### src/rtl/cart_save_reader_pkg.sv
// Shared types and constants for the cartridge save-RAM upload path.
// Imported by the upload responder, its bus interface and the dirty tracker.
package cart_pkg;

   // Host byte-address width of the MiSTer ioctl bus.
   localparam int IOCTL_ADDR_WIDTH = 25;

   // Default save RAM geometry (8 KB battery SRAM).
   localparam int CART_ADDR_WIDTH = 13;
   localparam int CART_SAVE_SIZE  = 8192;

   // Returned for reads at or beyond the end of valid save data.
   localparam logic [7:0] CART_FILL_BYTE = 8'hFF;

   typedef enum logic [1:0] {
      ST_IDLE = 2'd0,
      ST_ARB  = 2'd1,
      ST_LAT  = 2'd2,
      ST_FILL = 2'd3
   } cart_state_e;

endpackage : cart_pkg

### src/rtl/cart_save_reader_if.sv
// Bundle of the ioctl upload, save-RAM and CPU-write signals around cart_save_reader.
// slave = responder view, master = framework/memory/CPU view.
interface cart_save_if #(
   parameter int ADDR_WIDTH = cart_pkg::CART_ADDR_WIDTH
);
   logic                                   ioctl_upload;
   logic                                   ioctl_rd;
   logic [cart_pkg::IOCTL_ADDR_WIDTH-1:0]  ioctl_addr;
   logic [7:0]                             ioctl_din;
   logic                                   ioctl_wait;
   logic [ADDR_WIDTH-1:0]                  mem_addr;
   logic                                   mem_rd;
   logic [7:0]                             mem_q;
   logic                                   mem_busy;
   logic                                   cpu_sram_we;
   logic                                   save_dirty;
   logic [7:0]                             checksum;

   modport slave (
      input  ioctl_upload, ioctl_rd, ioctl_addr, mem_q, mem_busy, cpu_sram_we,
      output ioctl_din, ioctl_wait, mem_addr, mem_rd, save_dirty, checksum
   );

   modport master (
      output ioctl_upload, ioctl_rd, ioctl_addr, mem_q, mem_busy, cpu_sram_we,
      input  ioctl_din, ioctl_wait, mem_addr, mem_rd, save_dirty, checksum
   );
endinterface : cart_save_if

### src/rtl/cart_save_reader_dirty_track.sv
// Save-RAM dirty flag: set by CPU writes, cleared when an upload session that
// delivered at least one byte ends. Reusable by any mapper with battery SRAM.
module cart_dirty_track (
   input  logic clk,
   input  logic reset_n,
   input  logic i_upload,
   input  logic i_byte_done,
   input  logic i_cpu_we,
   output logic o_save_dirty
);

   logic r_upload_q;
   logic r_session_byte;
   logic r_save_dirty;
   logic w_upload_fall;

   assign w_upload_fall = r_upload_q & ~i_upload;

   // NOTE: sequential state uses non-blocking assignments so every flop samples pre-edge values.
   always_ff @(posedge clk or negedge reset_n) begin
      if (!reset_n) begin
         r_upload_q     <= 1'b0;
         r_session_byte <= 1'b0;
         r_save_dirty   <= 1'b0;
      end else begin
         r_upload_q <= i_upload;

         if (w_upload_fall)
            r_session_byte <= 1'b0;
         else if (i_byte_done)
            r_session_byte <= 1'b1;

         // A CPU write racing the end of an upload must not be lost.
         if (i_cpu_we)
            r_save_dirty <= 1'b1;
         else if (w_upload_fall && r_session_byte)
            r_save_dirty <= 1'b0;
      end
   end

   assign o_save_dirty = r_save_dirty;

endmodule : cart_dirty_track

### src/rtl/cart_save_reader.sv
// Host upload responder for cartridge save SRAM: serves ioctl_rd from save RAM, CPU has priority.
// Optional byte checksum of delivered data is enabled by defining CART_SAVE_CHECKSUM_EN.
module cart_save_reader
   import cart_pkg::*;
#(
   parameter int ADDR_WIDTH = CART_ADDR_WIDTH,
   parameter int SAVE_SIZE  = CART_SAVE_SIZE,
   parameter int RD_LAT     = 1
) (
   input logic        clk,
   input logic        reset_n,
   cart_save_if.slave bus
);

   localparam logic [IOCTL_ADDR_WIDTH-1:0] SAVE_LIMIT = IOCTL_ADDR_WIDTH'(SAVE_SIZE);
   localparam logic [1:0]                  LAT_LOAD   = 2'(RD_LAT);

   cart_state_e           r_state;
   logic [ADDR_WIDTH-1:0] r_addr;
   logic                  r_in_range;
   logic [1:0]            r_lat_cnt;
   logic [7:0]            r_din;
   logic                  r_wait;
   logic [ADDR_WIDTH-1:0] r_mem_addr;
   logic                  r_mem_rd;

   logic                  w_byte_done;
   logic                  w_save_dirty;

   // A byte is delivered on the edge that leaves LAT or FILL with the session still open.
   assign w_byte_done = bus.ioctl_upload &&
                        ((r_state == ST_LAT && r_lat_cnt == 2'd0) || r_state == ST_FILL);

   // The range check is taken on the full host address; truncation happens only afterwards,
   // so high addresses never alias back into the RAM. ARB's first cycle resolves the
   // latched range result, which is why fill bytes take two cycles like the decide step.
   always_ff @(posedge clk or negedge reset_n) begin
      if (!reset_n) begin
         r_state    <= ST_IDLE;
         r_addr     <= '0;
         r_in_range <= 1'b0;
         r_lat_cnt  <= 2'd0;
         r_din      <= 8'h00;
         r_wait     <= 1'b0;
         r_mem_addr <= '0;
         r_mem_rd   <= 1'b0;
      end else begin
         // NOTE: default-low here makes mem_rd a single-cycle strobe without a separate clear path.
         r_mem_rd <= 1'b0;

         unique case (r_state)
            ST_IDLE: begin
               if (bus.ioctl_rd && bus.ioctl_upload) begin
                  r_addr     <= bus.ioctl_addr[ADDR_WIDTH-1:0];
                  r_in_range <= (bus.ioctl_addr < SAVE_LIMIT);
                  r_wait     <= 1'b1;
                  r_state    <= ST_ARB;
               end
            end

            ST_ARB: begin
               if (!bus.ioctl_upload) begin
                  r_wait  <= 1'b0;
                  r_state <= ST_IDLE;
               end else if (!r_in_range) begin
                  r_state <= ST_FILL;
               end else if (!bus.mem_busy) begin
                  r_mem_addr <= r_addr;
                  r_mem_rd   <= 1'b1;
                  r_lat_cnt  <= LAT_LOAD;
                  r_state    <= ST_LAT;
               end
            end

            ST_LAT: begin
               if (!bus.ioctl_upload) begin
                  r_wait  <= 1'b0;
                  r_state <= ST_IDLE;
               end else if (r_lat_cnt == 2'd0) begin
                  r_din   <= bus.mem_q;
                  r_wait  <= 1'b0;
                  r_state <= ST_IDLE;
               end else begin
                  r_lat_cnt <= r_lat_cnt - 2'd1;
               end
            end

            ST_FILL: begin
               if (bus.ioctl_upload)
                  r_din <= CART_FILL_BYTE;
               r_wait  <= 1'b0;
               r_state <= ST_IDLE;
            end

            default: r_state <= ST_IDLE;
         endcase
      end
   end

   cart_dirty_track u_dirty (
      .clk         (clk),
      .reset_n     (reset_n),
      .i_upload    (bus.ioctl_upload),
      .i_byte_done (w_byte_done),
      .i_cpu_we    (bus.cpu_sram_we),
      .o_save_dirty(w_save_dirty)
   );

`ifdef CART_SAVE_CHECKSUM_EN
   logic       r_ck_upload_q;
   logic [7:0] r_checksum;
   logic [7:0] w_byte_val;

   assign w_byte_val = (r_state == ST_FILL) ? CART_FILL_BYTE : bus.mem_q;

   // Sum restarts when a new session opens so the host can compare per upload.
   always_ff @(posedge clk or negedge reset_n) begin
      if (!reset_n) begin
         r_ck_upload_q <= 1'b0;
         r_checksum    <= 8'h00;
      end else begin
         r_ck_upload_q <= bus.ioctl_upload;
         if (bus.ioctl_upload && !r_ck_upload_q)
            r_checksum <= 8'h00;
         else if (w_byte_done)
            r_checksum <= r_checksum + w_byte_val;
      end
   end

   assign bus.checksum = r_checksum;
`else
   assign bus.checksum = 8'h00;
`endif

   assign bus.ioctl_din  = r_din;
   assign bus.ioctl_wait = r_wait;
   assign bus.mem_addr   = r_mem_addr;
   assign bus.mem_rd     = r_mem_rd;
   assign bus.save_dirty = w_save_dirty;

endmodule : cart_save_reader

### src/flat_wrapper.sv
// flat-port wrapper written by rule: the top's interface ports become plain ports
module cart_save_reader_flat import cart_pkg::*;
#(
   parameter int ADDR_WIDTH = CART_ADDR_WIDTH,
   parameter int SAVE_SIZE  = CART_SAVE_SIZE,
   parameter int RD_LAT     = 1
)
  (clk, reset_n, bus_ioctl_upload, bus_ioctl_rd, bus_ioctl_addr, bus_mem_q, bus_mem_busy, bus_cpu_sram_we, bus_ioctl_din, bus_ioctl_wait, bus_mem_addr, bus_mem_rd, bus_save_dirty, bus_checksum);
  cart_save_if #(.ADDR_WIDTH(ADDR_WIDTH)) bus_i ();
  input logic clk;
  input logic reset_n;
  input wire logic [$bits(bus_i.ioctl_upload)-1:0] bus_ioctl_upload;
  input wire logic [$bits(bus_i.ioctl_rd)-1:0] bus_ioctl_rd;
  input wire logic [$bits(bus_i.ioctl_addr)-1:0] bus_ioctl_addr;
  input wire logic [$bits(bus_i.mem_q)-1:0] bus_mem_q;
  input wire logic [$bits(bus_i.mem_busy)-1:0] bus_mem_busy;
  input wire logic [$bits(bus_i.cpu_sram_we)-1:0] bus_cpu_sram_we;
  output wire logic [$bits(bus_i.ioctl_din)-1:0] bus_ioctl_din;
  output wire logic [$bits(bus_i.ioctl_wait)-1:0] bus_ioctl_wait;
  output wire logic [$bits(bus_i.mem_addr)-1:0] bus_mem_addr;
  output wire logic [$bits(bus_i.mem_rd)-1:0] bus_mem_rd;
  output wire logic [$bits(bus_i.save_dirty)-1:0] bus_save_dirty;
  output wire logic [$bits(bus_i.checksum)-1:0] bus_checksum;
  assign bus_i.ioctl_upload = bus_ioctl_upload;
  assign bus_i.ioctl_rd = bus_ioctl_rd;
  assign bus_i.ioctl_addr = bus_ioctl_addr;
  assign bus_i.mem_q = bus_mem_q;
  assign bus_i.mem_busy = bus_mem_busy;
  assign bus_i.cpu_sram_we = bus_cpu_sram_we;
  assign bus_ioctl_din = bus_i.ioctl_din;
  assign bus_ioctl_wait = bus_i.ioctl_wait;
  assign bus_mem_addr = bus_i.mem_addr;
  assign bus_mem_rd = bus_i.mem_rd;
  assign bus_save_dirty = bus_i.save_dirty;
  assign bus_checksum = bus_i.checksum;
  cart_save_reader #(.ADDR_WIDTH(ADDR_WIDTH), .SAVE_SIZE(SAVE_SIZE), .RD_LAT(RD_LAT)) u_core (.clk(clk), .reset_n(reset_n), .bus(bus_i));
endmodule
### config.mk
export PLATFORM = sky130hd
export DESIGN_NAME = cart_save_reader_flat
export DESIGN_NICKNAME = d
export VERILOG_FILES = /design/src/rtl/cart_save_reader_pkg.sv /design/src/rtl/cart_save_reader_if.sv /design/src/rtl/cart_save_reader_dirty_track.sv /design/src/rtl/cart_save_reader.sv /design/src/flat_wrapper.sv
export SDC_FILE = /design/constraint.sdc
export NUM_CORES = 1
export LEC_CHECK = 0
export BUFFER_PORTS_ARGS = -buffer_cell sky130_fd_sc_hd__buf_2
export CORE_MARGIN = 1
export CORE_UTILIZATION = 35
export CTS_BUF_LIST = sky130_fd_sc_hd__clkbuf_4 sky130_fd_sc_hd__clkbuf_8 sky130_fd_sc_hd__clkbuf_16
export CTS_CLUSTER_DIAMETER = 100
export CTS_CLUSTER_SIZE = 28
export DETAILED_ROUTE_END_ITERATION = 6
export GPL_TIMING_DRIVEN = 0
export PLACE_DENSITY = 0.6
export SETUP_SLACK_MARGIN = 0.1
export SLEW_MARGIN = 20
export SYNTH_ARGS = -nofsm -noshare
export SYNTH_HDL_FRONTEND = slang
export SYNTH_SLANG_ARGS = --single-unit
### constraint.sdc
create_clock -name clk -period 3.3 [get_ports clk]
set_input_delay 0.33 -clock clk [delete_from_list [all_inputs] [get_ports clk]]
set_output_delay 0.33 -clock clk [all_outputs]
set_load 0.005 [all_outputs]
* Yosys cells after proc, flatten, opt, wreduce, memory -nomap -nowiden
Index checks and enable logic that the tools add are counted.
** Cells by class
- Multiplexer cells :: 30
- Equality and inequality tests :: 14
- Reduce and logical (&&, ||, !) cells :: 17
- Bitwise logic cells :: 3
- Add/subtract/negate cells :: 1
- Magnitude comparators :: 1
** Operator list (count)
- $lt A25 B14 Y1 const B :: 1
- $mux W8 :: 3
- $mux W2 :: 11
- $pmux W8 S2 :: 1
- $ne A2 B2 Y1 const B :: 7
- $mux W1 :: 12
- $pmux W2 S4 :: 1
- $reduce_and A4 Y1 :: 2
- $reduce_bool A2 Y1 :: 4
- $reduce_and A3 Y1 :: 2
- $reduce_and A6 Y1 :: 1
- $eq A2 B2 Y1 const B :: 2
- $logic_and A1 B1 Y1 :: 4
- $logic_not A2 Y1 :: 2
- $ne A2 B1 Y1 const B :: 2
- $ne A4 B4 Y1 const B :: 1
- $pmux W1 S4 :: 1
- $pmux W2 S2 :: 1
- $ne A3 B3 Y1 const B :: 1
- $eq A2 B1 Y1 const B :: 1
- $not A1 Y1 :: 2
- $reduce_and A2 Y1 :: 1
- $sub A2 B1 Y2 const B :: 1
- $and A1 B1 Y1 :: 1
- $logic_or A1 B1 Y1 :: 1
** Word-level totals
- Output and inout bits :: 32
- Input bits :: 39
- Word-level logic and storage cells :: 77
- Bits in registers :: 44

* Logic depth before layout (Yosys ltp)
- Depth in word-level cells :: 6
- Depth in mapped cells :: 6
- Depth with buffers taken out :: 5

* Modules after synthesis
From an unflattened synthesis, not the netlist that was laid out.
** Unflattened totals
- Cells, all modules :: 149
- Area, all modules :: 1914.3 um^2
** Modules (own cells, without submodules)
- cart_save_reader :: area an instance 1811.7 um^2, times used 1, cells each 141, sequential area each 1026.0 um^2
- cart_dirty_track :: area an instance 102.6 um^2, times used 1, cells each 8, sequential area each 75.1 um^2

* Least setup slack after synthesis
Ideal clock, no wire load.
- Path kind :: register -> register
- Start :: register u_core.r_state[1]
- End :: register u_core.r_addr[10]
- Arrival time :: 1.434 ns
- Library setup time :: 0.125 ns
- Cell stages (with the launch flop) :: 5
- Buffers on the path :: 1
- Period minus slack after synthesis :: 1.559 ns
- Path slack :: 1.741 ns
- Required time :: 3.175 ns
- Cell sequence :: dfrtp_1 nand2b_2 nor3b_4 buf_6 mux2_2
** On the way
- Longest elaborated chain between the ends :: 2
** RTL lines
- from (decl) :: RTL line cart_save_reader.sv:18 : cart_state_e r_state;
- from (signal assigned) :: RTL line cart_save_reader.sv:39 : r_state <= ST_IDLE;
- from (signal assigned) :: RTL line cart_save_reader.sv:57 : r_state <= ST_ARB;
- from (signal assigned) :: RTL line cart_save_reader.sv:64 : r_state <= ST_IDLE;
- $logic_not A2 Y1 :: RTL line cart_save_reader.sv:51 : unique case (r_state)
- $reduce_and A2 Y1 (no source line)
- to (signal assigned) :: RTL line cart_save_reader.sv:54 : r_addr <= bus.ioctl_addr[ADDR_WIDTH-1:0];
- to (decl) :: RTL line cart_save_reader.sv:19 : logic [ADDR_WIDTH-1:0] r_addr;
No other way between the ends.
A chain may end at the register's enable or synchronous reset.

* Worst setup path after layout
- Start :: register u_core.r_state[1]
- End :: register u_core.r_addr[7]
Same word-level chain as after synthesis.

==> flow_summary.toml <==
[placement]
detailed_place_hpwl_um = 2320
detailedPlace.worstSlack_ns = 1.54
gp_routability_congestion = 0.759
buffer_ports.inserted = 62

[yosys]
synthDistinctLibCells = 29
yosysTopAreaCellShare_pct = 60.4
postSynthCellCount = 143
ys_warn_count = 0
seq_area_frac_synth_pct = 60.4
synth.ff_latch_count = 44
avgSynthCellArea_um2 = 12.8
synth_async_sr_flop_share_pct = 100
netlist.top_cell.by_area = "sky130_fd_sc_hd__dfrtp_1"
dominantRegCellSynth = "sky130_fd_sc_hd__dfrtp_1"
synth.area.top_cells = "sky130_fd_sc_hd__dfrtp_1 (60%), sky130_fd_sc_hd__mux2_2 (17%), sky130_fd_sc_hd__buf_4 (3.7%)"
synth_area_mm2 = 0.00182
synth-edff-count = 0

[sta]
period_minus_slack_ns = 1.74
finalHoldViolations = 0
grt_setup_unrepaired = "no"
final.setup.tns_ns = 0
period_utilisation_layout_pct = 52.7
fmax_mhz = 575
skew_ns = 0.00452
slew_violations = 0
worst_slack_ns = 1.56
slew_of_the_pin_with_the_lowest_slew_margin_ns = 0.553
maxSlewHeadroom_pct = 63.1
report.final.setup_viol = 0

[worst_setup_path]
reg2reg_to = "u_core.r_addr[7]$_DFFE_PN0P_"
critical_path_required_ns = 3.48
reg2regPathDepth = 4
timing_worst_setup_path_type = "register to register"
worstPathCellList = "nand2b_2, nor3b_4, buf_6, mux2_2"
crit_slowest_cell = "sky130_fd_sc_hd__dfrtp_1"
rrSetupSlack_ns = 1.56
cpLargestDelayFamily = "simple AND/OR/NAND/NOR gates"
critical_path.endpoint_type = "register"
critical_path.max_fanout = 10
regToRegStartpoint = "u_core.r_state[1]$_DFFE_PN0P_"
crit_path_arrival_time_ns = 1.92
critical_path_start_type = "register"
cp_num_buf_inv = 1
max_stage_delay_ns = 0.45

[clock_network]
clock-sinks = 44
clk_pin_slew_worst_paths_ns = 0.08
postCtsResizedCells = 0
cts_hold_buffers = 0
max_clock_buf_depth = 2
cts_max_level = 2
cts-root-buf = "sky130_fd_sc_hd__clkbuf_8"
numCtsBuffers = 5
worstSkewPairLatency_ns = 0.29
cts_setup_buffers = 0
tritoncts = "built"

[grt]
grt_max_degree = 45
first_global_vias = 1182
residual_overflow_from_global_routing = 0
grt_pass1_wl_um = 5350
overall_fraction_of_global_route_tracks_in_use_pct = 12.8
grt_antenna_before_repair = 0

[run_status]
status = "complete, no violations"

[cells_and_area]
design.final.nets = 259
final_layout_size_suffix_gt1_share_pct = 50.9
areaGrowthSynthToFinish_pct = 28.0
nFillCells = 488
ff_latch_area_mm2 = 0.00110
multi_input_comb_area_um2 = 642
diodes = 0

[die]
die-height_um = 74.2
floorplan.rows = 25
core_area_mm2 = 0.00488
floorplan.die.width_um = 74.2
ios = 71
dieArea_mm2 = 0.00550
start_util_pct = 37.4

[pwr]
power.ir.vdd_worst_uv = 289
total_leakage_power_nw = 1.22
power_density_mw_per_mm2 = 557

[routing]
postRouteAntennaNets = 0
post_drt_via_cell_ratio = 4.42
detail_route.wirelength_um = 3230
drt_iter0_drc = 43
drc = 0
dr_total_vias = 1268
wl_per_cell_um = 11.3
detailedRoute.firstPassIterationCount = 4

[hold_path]
hp-class = "primary input to async pin"

[job]
cap_viol_max_count = 0
metrics by stage:
step / hold WS (ns) / util (%) / instance area, um^2 / std cells / power [W]
floorplan: 0.0344 / - / 1850 / 150 / 0.000873
global placement: 0.455 / 46.0 / 2240 / 279 / 0.000984
detailed placement: 0.462 / 46.0 / 2240 / 279 / 0.000993
CTS: 0.212 / 47.8 / 2330 / 287 / 0.00132
global route: 0.0774 / 47.8 / 2330 / 287 / 0.00140
finish: 0.0247 / 47.8 / 2330 / 287 / 0.00130
sequential cells by signal, summed over array words and instances, names as in the netlist:
signal	count
u_core.r_in_range	1
u_core.r_state	2
u_core.u_dirty.r_session_byte	1
u_core.bus.mem_addr	13
u_core.bus.mem_rd	1
u_core.r_lat_cnt	2
u_core.bus.ioctl_din	8
u_core.u_dirty.r_upload_q	1
u_core.bus.ioctl_wait	1
u_core.u_dirty.o_save_dirty	1
u_core.r_addr	13
where the power goes:
| part | leakage (nW) | switching (W) | internal [W] | total, W |
|---|---|---|---|---|
| logic | 0.616 | 0.000120 | 0.000148 | 0.000268 |
| clock network | 0.0479 | 0.000178 | 0.000148 | 0.000325 |
| registers | 0.557 | 0.0000548 | 0.000653 | 0.000708 |
| total | 1.22 | 0.000353 | 0.000949 | 0.00130 |
metal layers:
| metal | track usage (%) | wire (um) |
|---|---|---|
| met5 | 0 | 0 |
| met1 | 16.2 | 1500 |
| met4 | 3.21 | 0 |
| met2 | 21.3 | 1520 |
| met3 | 4.07 | 214 |
cell usage after synthesis (2+ instances only):
cell / n
sky130_fd_sc_hd__nor2_1: 10
sky130_fd_sc_hd__nand3b_1: 2
sky130_fd_sc_hd__dfrtp_1: 44
sky130_fd_sc_hd__o21ai_0: 12
sky130_fd_sc_hd__buf_2: 2
sky130_fd_sc_hd__nand2_1: 11
sky130_fd_sc_hd__mux2_2: 27
sky130_fd_sc_hd__inv_1: 4
sky130_fd_sc_hd__nor4_1: 3
sky130_fd_sc_hd__buf_4: 9
final cells by class:
cell class | instances | area share (%)
Clock buffer | 5 | 2.95
Clock inverter | 3 | 0.804
Tap cell | 67 | 3.59
Sequential cell | 44 | 47.2
Inverter | 4 | 0.643
Timing Repair Buffer | 62 | 13.4
Buffer | 13 | 3.97
Multi-Input combinational cell | 89 | 27.5
cell usage in the layout, fill, tap and decap left out, drive strengths merged, types with 2 or more instances in the layout:
cell type / n
nor4: 3
dfrtp: 44
buf: 75
inv: 4
clkinv: 3
clkbuf: 5
conb: 8
nor2: 11
nand3b: 2
nand2: 11
nor3b: 2
o21ai: 12
mux2: 27
worst register-to-register path, stage by stage, from the launching register on:
cell and delay [ns]:
sky130_fd_sc_hd__dfrtp_1 0.45, sky130_fd_sc_hd__nand2b_2 0.26, sky130_fd_sc_hd__nor3b_4 0.36, sky130_fd_sc_hd__buf_6 0.21
sky130_fd_sc_hd__mux2_2 0.35
worst max-delay path by stage:
stage	start	end	slack, ns	cells past startpoint
CTS	u_core.r_state[1]$_DFFE_PN0P_	u_core.r_addr[7]$_DFFE_PN0P_	1.53	4
detailed placement	u_core.r_state[1]$_DFFE_PN0P_	u_core.r_addr[8]$_DFFE_PN0P_	1.54	4
global route	u_core.r_state[1]$_DFFE_PN0P_	u_core.r_addr[7]$_DFFE_PN0P_	1.46	4
global placement	u_core.r_state[1]$_DFFE_PN0P_	u_core.r_addr[9]$_DFFE_PN0P_	1.56	4
finish	u_core.r_state[1]$_DFFE_PN0P_	u_core.r_addr[7]$_DFFE_PN0P_	1.56	4
floorplan	u_core.r_state[1]$_DFFE_PN0P_	u_core.r_addr[10]$_DFFE_PN0P_	1.74	4
cells by family after synthesis:
kind of cell,synth area share [%]
multiplexers,16.7
other,0.206
adder cells (fa/ha/maj),0.686
flip-flops,60.4
AND/OR/NAND/NOR,9.74
buffers and inverters,5.90
XOR/XNOR,0.480
AO/OA/AOI/OAI,5.97
Note: power is estimated with default switching activity, not from simulation.
